**src/rtl/pe8_arb_pkg.sv**
```systemverilog
// pe8_arb_pkg: shared constants, state encoding and grant-id helper for the
// pe8 arbiter slice.
//   NUM_REQ  number of requesters
//   IDX_W    width of a requester index
//   ID_W     width of the encoded grant id (0 = none, k+1 = requester k)
package pe8_arb_pkg;

    localparam int NUM_REQ = 8;
    localparam int IDX_W   = 3;
    localparam int ID_W    = 4;

    typedef enum logic [1:0] {
        IDLE  = 2'd0,
        GRANT = 2'd1,
        GAP   = 2'd2
    } state_e;

    // Encoded grant id; 0 is reserved for "no grant".
    function automatic logic [ID_W-1:0] to_id(input logic [IDX_W-1:0] k);
        return ID_W'({1'b0, k}) + ID_W'(1);
    endfunction

endpackage

```
**src/rtl/pe8_arbiter_if.sv**
```systemverilog
// pe8_arbiter_if: request/grant bundle between the requesting units and the
// arbiter.
//   req      requester -> arbiter, one line per requester (req[7] = top priority)
//   gnt      one-hot grant, zero when no grant is active
//   gnt_id   encoded grant (0 = none, k+1 = requester k), drives the resource mux
//   busy     high while a grant is held
//   timeout  one-cycle pulse when a grant is forcibly revoked
// Modports: master = requester side, slave = arbiter side.
interface pe8_arbiter_if;
    import pe8_arb_pkg::*;

    logic [NUM_REQ-1:0] req;
    logic [NUM_REQ-1:0] gnt;
    logic [ID_W-1:0]    gnt_id;
    logic               busy;
    logic               timeout;

    modport master (output req, input gnt, gnt_id, busy, timeout);
    modport slave  (input req, output gnt, gnt_id, busy, timeout);

endinterface

```
**src/rtl/pe8_prio_pick.sv**
```systemverilog
// pe8_prio_pick: combinational priority picker.
// Searches the eligible vector starting at 'start' and descending with
// wrap-around from 0 to NUM_REQ-1; the first set bit wins.
//   elig    eligible request vector
//   start   index with the highest priority for this search
//   valid   at least one eligible request
//   winner  index of the winning request (0 when !valid)
module pe8_prio_pick
    import pe8_arb_pkg::*;
(
    input  logic [NUM_REQ-1:0] elig,
    input  logic [IDX_W-1:0]   start,
    output logic               valid,
    output logic [IDX_W-1:0]   winner
);

    logic [IDX_W-1:0] idx;

    always_comb begin
        valid  = 1'b0;
        winner = '0;
        idx    = '0;
        for (int i = 0; i < NUM_REQ; i++) begin
            // Index arithmetic is modulo NUM_REQ through the IDX_W truncation.
            idx = start - IDX_W'(i);
            if (!valid && elig[idx]) begin
                valid  = 1'b1;
                winner = idx;
            end
        end
    end

endmodule

```
**src/rtl/pe8_arbiter.sv**
```systemverilog
// pe8_arbiter: eight-requester arbiter for one shared resource.
// A grant is held until the owner drops its request or the hold timeout
// expires; every grant is followed by exactly one dead GAP cycle. A requester
// that timed out is masked until it drops its request for a cycle.
// All flops update on the falling edge of clk; rst_n is asynchronous, active low.
//   clk, rst_n   clock and reset
//   bus (slave)  req in; gnt, gnt_id, busy, timeout out (all registered)
// Parameters:
//   HOLD_MAX     maximum grant length in cycles, 0 disables the timeout
// Build option:
//   PE8_ARB_ROUND_ROBIN_EN  defined: rotating priority with a last-owner
//                           pointer; undefined: fixed priority, req[7] highest
module pe8_arbiter
    import pe8_arb_pkg::*;
#(
    parameter int HOLD_MAX = 16
) (
    input  logic        clk,
    input  logic        rst_n,
    pe8_arbiter_if.slave bus
);

    localparam int CNT_W = (HOLD_MAX < 1) ? 1 : $clog2(HOLD_MAX + 1);
    localparam logic [CNT_W-1:0] CNT_SAT  = '1;
    localparam logic [CNT_W-1:0] CNT_LAST = (HOLD_MAX > 0) ? CNT_W'(HOLD_MAX - 1) : '0;

    state_e             state_q, state_d;
    logic [IDX_W-1:0]   owner_q, owner_d;
    logic [CNT_W-1:0]   cnt_q, cnt_d;
    logic [NUM_REQ-1:0] mask_q, mask_d;
    logic               to_d;

    logic [NUM_REQ-1:0] gnt_q;
    logic [ID_W-1:0]    gnt_id_q;
    logic               busy_q;
    logic               timeout_q;

    logic [NUM_REQ-1:0] elig;
    logic [IDX_W-1:0]   start;
    logic               pick_vld;
    logic [IDX_W-1:0]   pick_idx;
    logic               hold_expired;

    assign elig = bus.req & ~mask_q;

`ifdef PE8_ARB_ROUND_ROBIN_EN
    // Previous owner ranks lowest: the search begins just below it.
    logic [IDX_W-1:0] last_q, last_d;

    assign start = last_q - IDX_W'(1);

    always_comb begin
        last_d = last_q;
        if (state_q != GRANT && pick_vld) last_d = pick_idx;
    end

    always_ff @(negedge clk or negedge rst_n) begin
        if (!rst_n) last_q <= IDX_W'(NUM_REQ - 1);
        else        last_q <= last_d;
    end
`else
    assign start = IDX_W'(NUM_REQ - 1);
`endif

    pe8_prio_pick u_pick (
        .elig   (elig),
        .start  (start),
        .valid  (pick_vld),
        .winner (pick_idx)
    );

    assign hold_expired = (HOLD_MAX != 0) && (cnt_q == CNT_LAST);

    always_comb begin
        state_d = state_q;
        owner_d = owner_q;
        cnt_d   = cnt_q;
        // A requester seen low is forgiven for any earlier timeout.
        mask_d  = mask_q & bus.req;
        to_d    = 1'b0;
        unique case (state_q)
            IDLE, GAP: begin
                if (pick_vld) begin
                    state_d = GRANT;
                    owner_d = pick_idx;
                    cnt_d   = '0;
                end else begin
                    state_d = IDLE;
                end
            end
            GRANT: begin
                if (cnt_q != CNT_SAT) cnt_d = cnt_q + CNT_W'(1);
                // Release wins over a coincident timeout: no mask, no pulse.
                if (!bus.req[owner_q]) begin
                    state_d = GAP;
                end else if (hold_expired) begin
                    state_d         = GAP;
                    mask_d[owner_q] = 1'b1;
                    to_d            = 1'b1;
                end
            end
            default: state_d = IDLE;
        endcase
    end

    always_ff @(negedge clk or negedge rst_n) begin
        if (!rst_n) begin
            state_q   <= IDLE;
            owner_q   <= '0;
            cnt_q     <= '0;
            mask_q    <= '0;
            gnt_q     <= '0;
            gnt_id_q  <= '0;
            busy_q    <= 1'b0;
            timeout_q <= 1'b0;
        end else begin
            state_q   <= state_d;
            owner_q   <= owner_d;
            cnt_q     <= cnt_d;
            mask_q    <= mask_d;
            // Outputs are registered from next-state so they hold for the grant.
            gnt_q     <= (state_d == GRANT) ? (NUM_REQ'(1) << owner_d) : '0;
            gnt_id_q  <= (state_d == GRANT) ? to_id(owner_d) : '0;
            busy_q    <= (state_d == GRANT);
            timeout_q <= to_d;
        end
    end

    assign bus.gnt     = gnt_q;
    assign bus.gnt_id  = gnt_id_q;
    assign bus.busy    = busy_q;
    assign bus.timeout = timeout_q;

endmodule
```
**src/flat_wrapper.sv**
```systemverilog
// flat-port wrapper written by rule: the top's interface ports become plain ports
module pe8_arbiter_flat import pe8_arb_pkg::*;
#(
    parameter int HOLD_MAX = 16
)
  (clk, rst_n, bus_req, bus_gnt, bus_gnt_id, bus_busy, bus_timeout);
  pe8_arbiter_if bus_i ();
  input  logic clk;
  input  logic rst_n;
  input wire logic [$bits(bus_i.req)-1:0] bus_req;
  output wire logic [$bits(bus_i.gnt)-1:0] bus_gnt;
  output wire logic [$bits(bus_i.gnt_id)-1:0] bus_gnt_id;
  output wire logic [$bits(bus_i.busy)-1:0] bus_busy;
  output wire logic [$bits(bus_i.timeout)-1:0] bus_timeout;
  assign bus_i.req = bus_req;
  assign bus_gnt = bus_i.gnt;
  assign bus_gnt_id = bus_i.gnt_id;
  assign bus_busy = bus_i.busy;
  assign bus_timeout = bus_i.timeout;
  pe8_arbiter #(.HOLD_MAX(HOLD_MAX)) u_core (.clk(clk), .rst_n(rst_n), .bus(bus_i));
endmodule
```
**config.mk**
```make
export PLATFORM = sky130hd
export DESIGN_NAME = pe8_arbiter_flat
export DESIGN_NICKNAME = d
export VERILOG_FILES = /design/src/rtl/pe8_arb_pkg.sv /design/src/rtl/pe8_arbiter_if.sv /design/src/rtl/pe8_prio_pick.sv /design/src/rtl/pe8_arbiter.sv /design/src/flat_wrapper.sv
export SDC_FILE = /design/constraint.sdc
export NUM_CORES = 1
export LEC_CHECK = 0
export CORE_MARGIN = 2
export CORE_UTILIZATION = 40
export DETAILED_ROUTE_END_ITERATION = 12
export DONT_BUFFER_PORTS = 1
export HOLD_SLACK_MARGIN = 0.12
export SLEW_MARGIN = 30
export SYNTH_ARGS = -nofsm -noshare
export SYNTH_HDL_FRONTEND = slang
export SYNTH_SLANG_ARGS = --single-unit
```
**constraint.sdc**
```tcl
create_clock -name clk -period 5 [get_ports clk]
set_clock_uncertainty 0.2 [all_clocks]
set_input_delay 0.25 -clock clk [delete_from_list [all_inputs] [get_ports clk]]
set_output_delay 0.25 -clock clk [all_outputs]
set_load 0.01 [all_outputs]
```
* Word level (Yosys, flattened, before mapping)
Index checks and enable logic that the tools add are counted.
** Storage, ports and cells
- Flip-flop bits (word level) :: 32
- Input bits :: 10
- Output and inout bits :: 14
- Word-level logic and storage cells :: 80
** Cells by class
- Add/subtract/negate cells :: 2
- $lt $le $gt $ge :: 2
- Eq/ne operators :: 7
- Shifts and indexed selects :: 1
- Mux-type cells :: 37
- Bitwise gates (word level) :: 4
- Reduce and logical (&&, ||, !) cells :: 19
** Operator list (number)
- 2-to-1 mux 8 bit :: 4
- 2-to-1 mux 3 bit :: 10
- AND 8 bit :: 2
- 2-to-1 mux 1 bit :: 14
- 2-to-1 mux 5 bit :: 2
- case mux 5 bit (2 select lines) :: 1
- logical AND 1 bit :: 8
- NOT 8 bit :: 1
- bitwise OR 8 bit :: 1
- left shift 1 x 3 -> 8 bit (first input constant) :: 1
- logical NOT 1 bit :: 7
- adder 5 x 1 -> 5 bit (second input constant) :: 1
- equality test 5 x 4 -> 1 bit (second input constant) :: 1
- inequality test 5 bit (second input constant) :: 1
- adder 3 x 1 -> 4 bit (second input constant) :: 1
- equality test 2 x 1 -> 1 bit (second input constant) :: 2
- less-than comparator 3 x 4 -> 1 bit (second input constant) :: 1
- 2-to-1 mux 2 bit :: 2
- 2-to-1 mux 4 bit :: 1
- inequality test 2 x 1 -> 1 bit (second input constant) :: 2
- case mux 2 bit (2 select lines) :: 1
- binary-select mux 1 bit (select 3 bit) :: 1
- demux 1 bit (select 3 bit) :: 1
- >= comparator 3 x 1 -> 1 bit (second input constant) :: 1
- other kinds (5) :: 5

* Depth between registers and ports, before layout
Gate-level depths: netlist of run 1.
- Depth after elaboration :: 28
- Gate-level depth with buffers :: 8
- Depth with buffers taken out :: 8

* By module
A second synthesis of run 1 with hierarchy kept.
** Unflattened totals
- Cell total of the unflattened synthesis :: 258
- Area total of the unflattened synthesis :: 2631.3 µm²
** By module, submodules not included
- pe8_arbiter :: times used 1, cells each 143, area each 1542.7 µm², seq. area each 800.8 µm²
- pe8_prio_pick :: times used 1, cells each 115, area each 1088.5 µm², seq. area each 0.0 µm²

==> impl_results.md, run 1 <==
* Status: finished clean
* Hold Slack at 0.232 ns
* Post-synthesis sequential area ratio at 52.1%
* RSZ-0062 raised after global routing: false
* Worst reg2reg setup slack at 2.67 ns
* Mapped cell area at 0.00154 mm^2
* Post-Synthesis Mean Instance Area at 11.4 um^2
* Max IR drop VDD at 0.000276 V
* Met1 wire length at 1290 um
* CTS tree: built
* Share of cells above drive strength 1 at 9.93%
* Congestion Overflow GR at 0
* PwrDens at 563 mW/mm^2
* Drt pass-1 iters at 4
* Die span in y at 66.0 um
* Yosys top cell by area: dfrtn_1
* Clock root buffer: clkbuf_8
* YS warnings at 0
* Final Util at 45.3%
* Vias at 1026
* Core area at 0.00369 mm^2
* Crit path kind: in2reg
* Dominant cells by area after synthesis: dfrtn_1 (52%), ha_1 (7.3%), and2_1 (3.7%)
* Worst-margin pin slew at 0.481 ns
* Clock Sinks at 32
* Post-CTS Setup Inserts at 0
* Syn nets at 154
* Area share of the largest cell type after synthesis at 52.1%
* Fraction of registers with async set/reset at 100%
* CTS Buffer Depth at 2
* DIE AREA at 0.00435 mm^2
* TritonCTS buffer count at 5
* Top Layer Used: met4
* First-pass GRT wire length at 4740 um
* Length of routed met2 wiring at 1300 um
* Most frequent cell after synthesis: dfrtn_1
* Skew-Pair Late Insertion Delay at 0.29 ns
* Drt drc at 0
* Distinct cell type count after synthesis at 37
* Max cap viols at 0
* Dominant synthesized flop cell: dfrtn_1
* Crit end category: flop
* Vias per cell at 5.43
* Slew HR at 67.9%
* Final number of hold-violating endpoints at 0
* GRT Overall Usage at 14.9%
* Pleak at 0.793 nW
* Setup TNS at 0 ns
* # rows at 22
* Hpwl dp at 2050 um
* Hold Path Class: reg2reg
* Gates resized, CTS repair at 0
* Hold buffer count at CTS at 0
* Cells after Synth at 135
* Post-synth EDFFs at 0
* Max Fanout on Critical Path at 4
* Flops & latches, synth at 32
* Port Buffers at 0
* Drt total wl at 2820 um
* Post-route cell area at 0.00167 mm^2
* # setup viols final at 0
* Most frequent cells after synthesis: dfrtn_1 (32), and2_1 (9), ha_1 (9), nand2_1 (9)
* Final Wtd Congestion at 0.851
* Horiz. Die Dim at 66.0 um
* Antenna violations before repair at 0
* CP startpoint kind: primary input
* Worst Path Required at 2.44 ns
* WP data arrival at 1.88 ns
* DR WL/cell at 14.9 um
* NumNets Final at 159
* Reg clk slew, reported paths at 0.04 ns
* Initial Util at 41.7%
* Initial DRC count at 46
* Vias in the first global route at 1059
* Area delta synth->final at 8.71%
* Ant diodes at 0
* Wire length on met3 at 176 um
* Pin count of the biggest net entering global routing at 33
* CTS H-tree depth at 2
* Max Slew Vio Count at 0
* I/O pin total at 24
* Placement Cell Area at 0.00158 mm^2
* Post-route ant nets at 0
cell families after synthesis:
kind of cell | after synthesis | share of synthesized area, %
xor gates and xnor gates | 1 | 0.570
DFF | 32 | 52.1
and+or+nand+nor | 49 | 18.6
muxes | 5 | 3.58
adders and majority gates | 9 | 7.33
buffers and inverters | 9 | 3.26
AOI/OAI and AO/OA | 30 | 14.5
layout make-up:
| type | instances | area (um^2) |
|---|---|---|
| multi-input cells | 94 | 686 |
| flip-flops and latches | 32 | 801 |
| fillers | 355 | 2020 |
| repair buffers | 2 | 15.0 |
| well taps | 48 | 60.1 |
| clock buffers | 8 | 90.1 |
| inverters | 5 | 18.8 |
critical path: stages:
cell and delay (ns):
nor2b_1 0.23, and4bb_1 0.28, a31o_2 0.26, a21oi_1 0.21, inv_1 0.11, ha_1 0.23
ha_1 0.18, and2_1 0.14
power breakdown:
group	switching (W)	total, W	internal [W]
sequential	0.0000884	0.000430	0.000341
clock	0.0000860	0.000198	0.000112
combinational	0.000181	0.000314	0.000132
total	0.000356	0.000941	0.000585
path summary, 6_finish.rpt:
check | startpoint | endpoint | cells after the start
min in group asynchronous | rst_n | u_core.bus.timeout | 0
min | u_core.mask_q[6] | u_core.mask_q[6] | 1
max | bus_req[5] | u_core.bus.gnt[7] | 8
min reg2reg | u_core.mask_q[6] | u_core.mask_q[6] | 1
max in group asynchronous | rst_n | u_core.bus.busy | 0
max reg2reg | u_core.mask_q[5] | u_core.bus.gnt[7] | 8
placed cells by master, fill, tap and decap left out, drive strengths merged, types with 4 or more instances in the layout:
cell type  Yosys  layout
dfrtn         32      32
nand2          9       9
and2           9       9
ha             9       9
nor2b          9       9
a21oi          8       8
clkbuf         0       8
nor2           7       7
nand2b         5       5
inv            5       5
o21ai          4       4
mux2i          4       4
a32o           4       4
stage by stage:
step	setup WS, ns	cells	total power, W
2_1_floorplan	0.314	135	0.000668
4_1_cts	0.586	189	0.000955
6_report	0.556	189	0.000941
3_3_place_gp	0.346	181	0.000741
3_5_place_dp	0.300	181	0.000746
5_1_grt	0.421	189	0.00102
registers in the layout, indices dropped and copies added, names as in the netlist:
signal,cells
u_core.bus.gnt,8
u_core.mask_q,8
u_core.cnt_q,5
u_core.bus.gnt_id,4
u_core.owner_q,3
u_core.state_q,2
u_core.bus.busy,1
u_core.bus.timeout,1
per-layer routing:
layer | vias up | global-route usage, %
met3 | 7 | 6.30
li1 | 489 | -
met5 | - | 0
met4 | 0 | 6.89
met1 | 510 | 18.0
met2 | 20 | 23.0
Power figures use the tool's default switching activity.
==> run 2: changes to the inputs <==
- PLACE_DENSITY: unset -> 0.59
- RECOVER_POWER: unset -> 100
==> run 2 against run 1 <==
Against the previous run: setup slack improved by 0.017 ns; critical path type unchanged; highest routed layer unchanged; sequential share of layout area grew 0.22 points; clock power is 22% higher; sequential power is essentially flat; global-route usage increased by 0.47 points; utilization decreased by 0.20 points; critical endpoint is now u_core.bus.gnt_id[2].
==> impl_results.md, run 2 (same netlist as run 1, synthesis figures left out) <==
* Status: finished clean
* Core area at 0.00369 mm^2 (unchanged)
* Sequential power share at 44.2% (-1.5 points)
* Drt total wl at 2980 um (+5.7%)
* Final Wtd Congestion at 0.889 (+4.5%)
* Most common cell after layout, fill and taps aside: dfrtn_1
* RSZ-0062 raised after global routing: false
* Share of cells above drive strength 1 at 7.09% (-2.8 points)
* CP startpoint kind: primary input
* WP data arrival at 1.83 ns (-0.05 ns)
* GRT Overall Usage at 15.4% (+0.47 points)
* Hold Path Class: reg2reg
* Clock root buffer: clkbuf_8
* Horiz. Die Dim at 66.0 um (unchanged)
* Pin count of the biggest net entering global routing at 33 (unchanged)
* Vias at 1002 (-2.3%)
* DIE AREA at 0.00435 mm^2 (unchanged)
* Drt pass-1 iters at 4 (unchanged)
* Ant diodes at 0 (unchanged)
* Drt drc at 0 (unchanged)
* Initial Util at 41.7% (unchanged)
* Buf/Inv on CP at 1 (unchanged)
* Crit end category: flop
* Max Fanout on Critical Path at 4 (unchanged)
* Clk pwr share at 24.9% (+3.9 points)
* Reg clk slew, reported paths at 0.05 ns (about the same)
* First-pass GRT wire length at 4920 um (+3.8%)
* Max IR drop VDD at 0.000244 V (-11%)
* Psw at 0.000363 W (+2.1%)
* Post-CTS Setup Inserts at 0 (unchanged)
* # rows at 22 (unchanged)
* Total power at 0.000971 W (+3.1%)
* Skew-Pair Late Insertion Delay at 0.29 ns (about the same)
* CTS Buffer Depth at 2 (unchanged)
* Non-Filler Instances at 189 (unchanged)
* Clock Sinks at 32 (unchanged)
* TritonCTS buffer count at 5 (unchanged)
* Vias per cell at 5.30 (-2.3%)
* Hpwl dp at 2130 um (+3.8%)
* Critical Path Max Stage Delay at 0.28 ns (about the same)
* Post-route ant nets at 0 (unchanged)
* Vias in the first global route at 1038 (-2.0%)
* CTS H-tree depth at 2 (unchanged)
* Worst reg2reg setup slack at 2.68 ns (about the same)
* Leading cell types in the layout, fill and taps excluded: dfrtn_1 (32), nor2b_1 (9), nand2_1 (9), ha_1 (9), a21oi_1 (8)
* Sw Share at 37.4% (-0.39 points)
* Setup TNS at 0 ns (unchanged)
* Congestion Overflow GR at 0 (unchanged)
* CP Cell Sequence: nor2b_1 > and4bb_1 > a31o_2 > a21oi_1 > inv_1 > ha_1 > ha_1 > a21oi_1
* Top delay family on crit path: adder cells
* DR WL/cell at 15.8 um (+5.7%)
* Initial DRC count at 45 (-2.2%)
* Area delta synth->final at 8.22%
* Cell total after placement at 181 (unchanged)
* Final Util at 45.1% (-0.20 points)
* Hold buffer count at CTS at 0 (unchanged)
* Final number of hold-violating endpoints at 0 (unchanged)
* CP max-delay cell: and4bb_1
* Pleak at 0.784 nW (-1.1%)
* Max cap viols at 0 (unchanged)
* # setup viols final at 0 (unchanged)
* Worst-margin pin slew at 0.528 ns (+0.0466 ns)
* I/O pin total at 24 (unchanged)
* Gates resized, CTS repair at 0 (unchanged)
* Worst Path Required at 2.41 ns (-0.03 ns)
* Gate power share at 30.9% (-2.4 points)
* Slew HR at 64.8% (-3.1 points)
* Die span in y at 66.0 um (unchanged)
* Max Slew Vio Count at 0 (unchanged)
* Fillcell total at 358 (+0.85%)
* NumNets Final at 159 (unchanged)
* CTS tree: built
* Port Buffers at 0 (unchanged)
* Antenna violations before repair at 0 (unchanged)
* Crit path kind: in2reg
* Internal Pwr Total at 0.000608 W (+3.8%)
* PwrDens at 584 mW/mm^2 (+3.6%)
[run 2: power groups by stage]
stage	registers, W	clock network, W	logic, W
2_1_floorplan	0.000402	0	0.000265
3_3_place_gp	0.000434	0	0.000310
3_5_place_dp	0.000436	0	0.000319
4_1_cts	0.000433	0.000251	0.000321
5_1_grt	0.000438	0.000264	0.000351
6_report	0.000429	0.000242	0.000300
[run 2: worst paths after layout]
kind,depth (start not counted),endpoint,from
max,8,u_core.bus.gnt_id[2],bus_req[5]
min,2,u_core.mask_q[7],u_core.mask_q[7]
max reg2reg,5,u_core.mask_q[5],u_core.owner_q[1]
min reg2reg,2,u_core.mask_q[7],u_core.mask_q[7]
max in group asynchronous,0,u_core.state_q[0],rst_n
min in group asynchronous,0,u_core.mask_q[0],rst_n
[run 2: final cells by class]
type                    instances  area (um^2)  share of cell area [%]
well taps                      48         60.1                    3.61
clock buffers                   6         72.6                    4.36
multi-input cells              94          668                    40.2
flip-flops and latches         32          801                    48.2
inverters                       5         18.8                    1.13
clock inverters                 2         35.0                    2.11
repair buffers                  2         7.51                   0.451
[run 2: routing by layer]
metal,routed length (um),vias up,track usage (%)
met5,0,-,0
met4,55,0,7.65
met3,233,6,5.11
met2,1390,29,23.7
met1,1300,481,19.2
li1,-,486,-
[run 2: tightest hold or removal path: cells and delay by family (launching register included)]
kind	cells	cell delay, ns
flops	1	0.40
compound gates	1	0.07
simple gates	1	0.05
[run 2: per-stage QoR]
stage | setup slack [ns] | hold WS [ns] | cell area, um^2
after floorplan | 0.314 | 0.200 | 1540
after global placement | 0.346 | 0.220 | 1580
final | 0.572 | 0.235 | 1660
after detailed placement | 0.315 | 0.241 | 1580
after CTS | 0.597 | 0.241 | 1690
after global routing | 0.462 | 0.258 | 1660
==> run 3: changes to the inputs <==
- REMOVE_ABC_BUFFERS: unset -> 1
==> run 3 against run 2 <==
Against the previous run: final area unchanged; setup slack got worse by 0.013 ns; sequential share of layout area unchanged; clock power about the same; combinational power about the same; total power decreased by 0.76%; cell count unchanged; routed wire length decreased by 0.27%; die area unchanged; critical path depth unchanged; largest cell class unchanged.
==> impl_results.md, run 3 (same netlist as run 1, synthesis figures left out) <==
* Status: finished clean
* Initial Util at 41.7% (unchanged)
* Vias in the first global route at 1070 (+3.1%)
* Hpwl dp at 2180 um (+2.2%)
* Die span in y at 66.0 um (unchanged)
* TritonCTS buffer count at 5 (unchanged)
* Max Fanout on Critical Path at 4 (unchanged)
* Gates resized, CTS repair at 0 (unchanged)
* CTS H-tree depth at 2 (unchanged)
* Setup TNS at 0 ns (unchanged)
* GRT Overall Usage at 15.4% (about the same)
* CTS tree: built
* RSZ-0062 raised after global routing: false
* Clock Sinks at 32 (unchanged)
* PwrDens at 579 mW/mm^2 (-0.76%)
* WP data arrival at 1.85 ns (+0.02 ns)
* Drt total wl at 2980 um (-0.27%)
* Final Wtd Congestion at 0.864 (-2.8%)
* Crit path kind: in2reg
* # rows at 22 (unchanged)
* Top delay family on crit path: simple AND/OR/NAND/NOR gates
* Critical Path Max Stage Delay at 0.28 ns (about the same)
* Leading cell types in the layout, fill and taps excluded: dfrtn_1 (32), nor2b_1 (9), nand2_1 (9), ha_1 (9), a21oi_1 (8)
* NumNets Final at 159 (unchanged)
* Vias at 998 (-0.40%)
* Worst-margin pin slew at 0.535 ns (+0.00685 ns)
* Max Slew Vio Count at 0 (unchanged)
* I/O pin total at 24 (unchanged)
* Most common cell after layout, fill and taps aside: dfrtn_1
* Core area at 0.00369 mm^2 (unchanged)
* Area delta synth->final at 8.22% (unchanged)
* DR WL/cell at 15.7 um (-0.27%)
* Clock root buffer: clkbuf_8
* Post-route ant nets at 0 (unchanged)
* CP Cell Sequence: nor2b_1 > and4bb_1 > a31o_2 > a21oi_1 > inv_1 > ha_1 > ha_1 > a21oi_1
* Fillcell total at 347 (-3.1%)
* Max IR drop VDD at 0.000208 V (-15%)
* Vias per cell at 5.28 (-0.40%)
* Initial DRC count at 59 (+31%)
* First-pass GRT wire length at 4840 um (-1.5%)
* Drt drc at 0 (unchanged)
* Reg clk slew, reported paths at 0.04 ns (about the same)
* Buf/Inv on CP at 1 (unchanged)
* Final number of hold-violating endpoints at 0 (unchanged)
* Crit end category: flop
* Hold Slack at 0.233 ns (-0.00188 ns)
* Hold buffer count at CTS at 0 (unchanged)
* Antenna violations before repair at 0 (unchanged)
* Drt pass-1 iters at 4 (unchanged)
* Congestion Overflow GR at 0 (unchanged)
* Pleak at 0.785 nW (+0.12%)
* Post-CTS Setup Inserts at 0 (unchanged)
* Port Buffers at 0 (unchanged)
* Worst Path Required at 2.41 ns (about the same)
* Pin count of the biggest net entering global routing at 33 (unchanged)
* DIE AREA at 0.00435 mm^2 (unchanged)
* CP max-delay cell: and4bb_1
* Ant diodes at 0 (unchanged)
* CTS Buffer Depth at 2 (unchanged)
* Max cap viols at 0 (unchanged)
* Slew HR at 64.3% (-0.46 points)
* Skew-Pair Late Insertion Delay at 0.29 ns (about the same)
* # setup viols final at 0 (unchanged)
* Share of cells above drive strength 1 at 7.09% (unchanged)
* CP startpoint kind: primary input
* Horiz. Die Dim at 66.0 um (unchanged)
* Hold Path Class: reg2reg
[run 3: cell types whose count changed in the layout (fill, tap and decap cells not counted)]
cell	change
and2_1	+1
and2_0	-1
[run 3: final timing paths]
path                       depth (start not counted)        startpoint  slack [ns]              endpoint
max                                                8        bus_req[5]        0.56  u_core.bus.gnt_id[2]
min                                                2  u_core.mask_q[7]        0.23      u_core.mask_q[7]
max reg2reg                                        8  u_core.mask_q[5]        2.67  u_core.bus.gnt_id[2]
min reg2reg                                        2  u_core.mask_q[7]        0.23      u_core.mask_q[7]
max in group asynchronous                          0             rst_n        2.65     u_core.bus.gnt[0]
min in group asynchronous                          0             rst_n        1.84    u_core.bus.timeout
[run 3: final cells by class]
cell class / instances / area (um^2) / area share (%)
clock buffer: 6 / 72.6 / 4.36
clock inverter: 2 / 35.0 / 2.11
inverter: 5 / 18.8 / 1.13
multi-input combinational: 94 / 668 / 40.2
sequential: 32 / 801 / 48.2
tap: 48 / 60.1 / 3.61
timing repair buffer: 2 / 7.51 / 0.451
[run 3: per-layer routing]
layer,track usage [%],vias to the layer above,share of wire [%]
li1,-,482,-
met1,17.7,491,45
met2,25.4,20,48
met3,5.28,5,5.0
met4,7.65,0,2.0
met5,0,-,0
[run 3: power by group]
part,internal [W],switching (W)
clock network,0.000148,0.0000925
registers,0.000341,0.0000851
logic,0.000118,0.000179
[run 3: stage by stage]
step	setup slack [ns]	cell area, um^2	power (W)	util (%)	cells
after floorplan	0.241	1510	0.000653	-	131
after global placement	0.348	1580	0.000744	42.8	181
after detailed placement	0.288	1580	0.000750	42.8	181
after CTS	0.583	1690	0.000996	45.8	189
after global routing	0.430	1660	0.00104	45.1	189
final	0.559	1660	0.000963	45.1	189
[run 3: worst register-to-register path, cell delays in order, from the launching register on]
cell and delay [ns]:
dfrtn_1 0.34, nor2b_1 0.24, and4bb_1 0.28, a31o_2 0.26, a21oi_1 0.18, inv_1 0.10
ha_1 0.23, ha_1 0.28, a21oi_1 0.04
